## config.mk

```make
export PLATFORM = sky130hd
export DESIGN_NAME = lstm_seq_driver
export DESIGN_NICKNAME = d
export VERILOG_FILES = /design/src/rtl/lstm_seq_driver.sv
export SDC_FILE = /design/constraint.sdc
export NUM_CORES = 1
export LEC_CHECK = 0
export CAP_MARGIN = 20
export CORE_MARGIN = 2
export CORE_UTILIZATION = 35
export DETAILED_ROUTE_END_ITERATION = 8
export GPL_ROUTABILITY_DRIVEN = 0
export PLACE_DENSITY = 0.71
export SYNTH_ARGS = -nofsm -noshare
export SYNTH_HDL_FRONTEND = slang
export SYNTH_SLANG_ARGS = --single-unit
```

## constraint.sdc

```tcl
create_clock -name clk -period 1.9 [get_ports clk]
set_clock_uncertainty 0.2 [all_clocks]
set_input_delay 0.285 -clock clk [delete_from_list [all_inputs] [get_ports clk]]
set_output_delay 0.285 -clock clk [all_outputs]
set_load 0.03 [all_outputs]
```

## src/rtl/lstm_seq_driver.sv

```systemverilog
// Sequencer around an LSTM cell: latches X, holds the recurrent c/h state and streams out h.
// Optional LSTM_STATE_INIT_EN adds init_c/init_h ports used on x_first instead of zero.
module lstm_seq_driver #(
  parameter int unsigned DATA_WIDTH   = 16,
  parameter int unsigned FRACT_WIDTH  = 8,
  parameter int unsigned CELL_LATENCY = 1,
  parameter int unsigned CNT_WIDTH    = 16
) (
  input  logic                  clk,
  input  logic                  rst,
  input  logic                  x_valid,
  output logic                  x_ready,
  input  logic [DATA_WIDTH-1:0] x_data,
  input  logic                  x_first,
  input  logic                  x_last,
`ifdef LSTM_STATE_INIT_EN
  input  logic [DATA_WIDTH-1:0] init_c,
  input  logic [DATA_WIDTH-1:0] init_h,
`endif
  output logic [DATA_WIDTH-1:0] cell_x,
  output logic [DATA_WIDTH-1:0] cell_c_in,
  output logic [DATA_WIDTH-1:0] cell_h_in,
  input  logic [DATA_WIDTH-1:0] cell_c_out,
  input  logic [DATA_WIDTH-1:0] cell_h_out,
  output logic                  h_valid,
  input  logic                  h_ready,
  output logic [DATA_WIDTH-1:0] h_data,
  output logic                  h_last,
  output logic [CNT_WIDTH-1:0]  step_cnt,
  output logic                  busy
);

  if (CELL_LATENCY < 1 || CELL_LATENCY > 15 || FRACT_WIDTH > DATA_WIDTH) begin : g_param_err
    $error("lstm_seq_driver: illegal CELL_LATENCY or FRACT_WIDTH");
  end

  localparam logic [3:0] WaitInit = 4'(CELL_LATENCY);

  typedef enum logic [1:0] {StIdle, StCalc, StOut} state_e;

  state_e                state_q, state_d;
  logic [3:0]            wait_q, wait_d;
  logic                  last_q, last_d;
  logic [DATA_WIDTH-1:0] cell_x_q, cell_x_d;
  logic [DATA_WIDTH-1:0] c_q, c_d;
  logic [DATA_WIDTH-1:0] h_q, h_d;
  logic [DATA_WIDTH-1:0] h_data_q, h_data_d;
  logic                  h_valid_q, h_valid_d;
  logic                  h_last_q, h_last_d;
  logic [CNT_WIDTH-1:0]  step_q, step_d;
  logic [DATA_WIDTH-1:0] seed_c, seed_h;

`ifdef LSTM_STATE_INIT_EN
  assign seed_c = init_c;
  assign seed_h = init_h;
`else
  assign seed_c = '0;
  assign seed_h = '0;
`endif

  always_comb begin
    state_d   = state_q;
    wait_d    = wait_q;
    last_d    = last_q;
    cell_x_d  = cell_x_q;
    c_d       = c_q;
    h_d       = h_q;
    h_data_d  = h_data_q;
    h_valid_d = h_valid_q;
    h_last_d  = h_last_q;
    step_d    = step_q;
    unique case (state_q)
      StIdle: begin
        if (x_valid) begin
          cell_x_d = x_data;
          last_d   = x_last;
          if (x_first) begin
            c_d    = seed_c;
            h_d    = seed_h;
            step_d = '0;
          end
          wait_d  = WaitInit;
          state_d = StCalc;
        end
      end
      StCalc: begin
        wait_d = wait_q - 4'd1;
        // Cell outputs are valid on the edge where the countdown expires.
        if (wait_q == 4'd1) begin
          c_d       = cell_c_out;
          h_d       = cell_h_out;
          h_data_d  = cell_h_out;
          h_last_d  = last_q;
          h_valid_d = 1'b1;
          step_d    = (step_q == '1) ? step_q : step_q + 1'b1;
          state_d   = StOut;
        end
      end
      StOut: begin
        if (h_ready) begin
          h_valid_d = 1'b0;
          state_d   = StIdle;
        end
      end
      default: state_d = StIdle;
    endcase
  end

  always_ff @(posedge clk or negedge rst) begin
    if (!rst) begin
      state_q   <= StIdle;
      wait_q    <= '0;
      last_q    <= 1'b0;
      cell_x_q  <= '0;
      c_q       <= '0;
      h_q       <= '0;
      h_data_q  <= '0;
      h_valid_q <= 1'b0;
      h_last_q  <= 1'b0;
      step_q    <= '0;
    end else begin
      state_q   <= state_d;
      wait_q    <= wait_d;
      last_q    <= last_d;
      cell_x_q  <= cell_x_d;
      c_q       <= c_d;
      h_q       <= h_d;
      h_data_q  <= h_data_d;
      h_valid_q <= h_valid_d;
      h_last_q  <= h_last_d;
      step_q    <= step_d;
    end
  end

  assign x_ready   = (state_q == StIdle);
  assign busy      = (state_q != StIdle);
  assign cell_x    = cell_x_q;
  assign cell_c_in = c_q;
  assign cell_h_in = h_q;
  assign h_valid   = h_valid_q;
  assign h_data    = h_data_q;
  assign h_last    = h_last_q;
  assign step_cnt  = step_q;

endmodule

```

==> impl_results.md <==
- Status: complete, but fails checks
- Violated checks: negative setup slack
- Setup TNS: -0.901 ns
- Yosys top cell by area: dfrtp_1
- Final worst slack: -0.0828 ns
- Rows: 38
- Hold Path Class: input pin to async pin
- First-pass detailed-route iteration total: 4
- #FFs+latches synth: 89
- RSZ-0062 raised after global routing: yes
- IO Pins: 138
- Mapped Area: 0.00380 mm2
- CTS tree: built
- Final Max Slew Viols: 0
- Worst R2R End: step_cnt[3]
- H-Tree Depth: 3
- Diode count: 0
- Dpl cells: 667
- Worst vdd ir: 0.951 mV
- Clk sinks: 89
- R2R depth: 6
- DRC: 0
- Global-route wire length before repair: 17800 um
- Inserted Clock Buffers: 9
- Setup-failing EPs final: 27
- Clock power share: 11.0%
- Synth Area per Inst: approximately 10 um2
- Worst-Margin Slew: roughly 0.37 ns
- Critical Path End Type: register
- Overall power: approximately 12 mW
- Max Cap Viol: 0
- Routed len/inst: 17.0 um
- Nets@finish: 613
- Footprint of the multi-input gates: 0.00170 mm2
- Reg2reg start: step_cnt[1]
- CTS Root Cell: clkbuf_8
- Die X: 108 um
- Final Cycle Share: 104%
- Yosys top cell area share: 58.6%
- Util after Layout: 61.2%
- CTS clk-pin slew, worst paths: 0.09 ns
- Sequential cell area: 0.00225 mm2
- CP Data Required Time: 1.96 ns
- IO buf count: ~140
- Gr usage total: 19.7%
- Core area: 0.0107 mm2
- Vias in the first global route: 3530
- Number of synthesized flops with an enable pin: 0
- Fmax: 504 MHz
- Commonest non-fill, non-tap cells in the layout: 96 x nand2_1, 73 x dfrtp_1, 57 x clkdlybuf4s50_1, 49 x dlymetal6s2s_1, 43 x buf_4
- Internal power: approximately 6.6 mW
- Initial Util: 35.5%
- Primary FF master, synth: dfrtp_1
- Distinct cell type count after synthesis: 50
- Sw frac: 44.3%
- Number of fill cells: between 800 and 900
- Cell count after synthesis: 362
- Fin crit period: ~2.0 ns
- Crit path kind: register to register
- DP HPWL: between 7000 and 8000 um
- Synth warn: 0
- Crit. Startpoint: step_cnt[1]
- Slew HR: between 70% and 80%
- Die Y: between 100 and 150 um
- Synth async-reset ratio: between 90% and 100%
- Pin count of the biggest net entering global routing: 35
- CP max FO: 6
- Post-synthesis sequential area ratio: 58.6%
- Syn Nets: between 400 and 500
- Startpoint Class: register
- Antenna violations before repair: 0
- First DRT Iteration DRCs: 172
- Share of cells above drive strength 1: between 20% and 30%
- Routed vias/inst: 5.00
- Sw Pwr: 5.26 mW
- Clock Path Buffers: 2
- Post-Layout Cell Count: 701
- CP arrival: ~2.1 ns
- Die ar.: 0.0117 mm2
- R2R setup slack: -0.08 ns
- Pwr Density: between 1500 and 2000 mW/mm2
- DRT Wirelength: 11900 um
- Final hold vios: 0
- GR Overflow Total: 0
- Flop pwr share: 28.9%
- Clock latency at the later pin of the worst-skew pair: between 0.3 and 0.4 ns
- Pleak: 3.63 nW
- Synth area leaders: dfrtp_1 59%, nand2_1 11%, mux2_2 5.0%, nand3_1 3.0%, a22o_1 2.5%
- DR vias: 3508
- Most common cell after layout, fill and taps aside: nand2_1
- Final ANT Viol Nets: 0
- Syn-to-layout area delta: 72.5%
- Combinational Power Share: 60.1%
Yosys cell counts (2+ instances only):
cell / count
a21o_1: 2
a21oi_1: 5
a22o_1: 11
a31oi_1: 2
buf_2: 5
clkbuf_1: 13
dfrtp_1: 89
ha_1: 3
inv_1: 13
mux2_2: 17
nand2_1: 107
nand2_2: 2
nand2b_1: 3
nand3_1: 23
nand4_1: 7
nor2_1: 7
nor3_1: 6
nor3b_1: 3
nor4_1: 3
o21ai_0: 4
o221ai_2: 6
o22ai_1: 2
or4_1: 2
area by class of cell:
class,count,share of cell area (%)
Clock inverter,5,0.840
Multi-Input combinational cell,241,26.0
Timing Repair Buffer,202,33.3
Clock buffer,11,2.16
Inverter,13,0.745
Tap cell,140,2.67
Sequential cell,89,34.3
how the worst max path moves through the flow:
stage	to	slack, ns
6_report	step_cnt[3]	-0.08
4_1_cts	step_cnt[3]	-0.06
5_1_grt	step_cnt[9]	-0.15
2_1_floorplan	step_cnt[13]	-0.07
3_5_place_dp	step_cnt[14]	-0.15
3_3_place_gp	step_cnt[14]	-0.11
registers in the layout (all words and copies together) (netlist names):
signal,cells
step_cnt,16
cell_c_in,16
cell_h_in,16
wait_q,4
state_q,2
last_q,1
cell_x,16
h_valid,1
h_data,16
h_last,1
stage by stage:
stage	worst slack [ns]	hold WS, ns	instance area (um2)
finish	-0.0828	0.196	6550
detailed placement	-0.154	0.0266	5750
floorplan	-0.0658	-0.211	3870
global placement	-0.111	0.0211	5750
global route	-0.151	0.233	6550
CTS	-0.0551	0.191	6080
what timing repair did:
| item | CTS | global route |
|---|---|---|
| setup endpoints to repair | 78 | 108 |
| hold endpoints to repair | 89 | 0 |
| gates resized for setup | 51 | 84 |
| pin swaps | 4 | 10 |
| gates cloned | 1 | 6 |
| hold buffers | 1 | 0 |
| buffers inserted | 5 | 5 |
critical path: stages, from the launching register on:
cell and delay [ns]:
dfrtp_2 0.42, ha_4 0.16, nand3_4 0.06, or4_4 0.52, o21a_1 0.23, buf_6 0.15, o221ai_4 0.17
cell families (layout without fill, tap and decap cells):
kind of cell,count (synthesis),after routing,share of synthesized area [%]
AND/OR/NAND/NOR,171,171,20.5
flip-flops,89,89,58.6
AO/OA/AOI/OAI,47,47,10.6
buffers and inverters,32,231,3.53
multiplexers,18,18,5.30
adder cells (fa/ha/maj),3,3,0.989
XOR/XNOR,2,2,0.461
power by group through the flow:
stage	combinational, mW	clock, mW	sequential, mW
floorplan	1.90	0	5.02
global placement	6.36	0	3.39
detailed placement	6.49	0	3.42
CTS	6.58	1.34	3.41
global route	7.61	1.43	3.53
finish	7.13	1.31	3.42
metal layers:
metal	vias to the layer above	share of wire (%)	track usage, %
met4	0	1.6	8.33
met5	-	0	0
met2	132	49	31.8
met3	13	7.3	4.76
li1	1647	-	-
met1	1716	42	25.5
No activity file was read; power rests on OpenSTA's default activity.
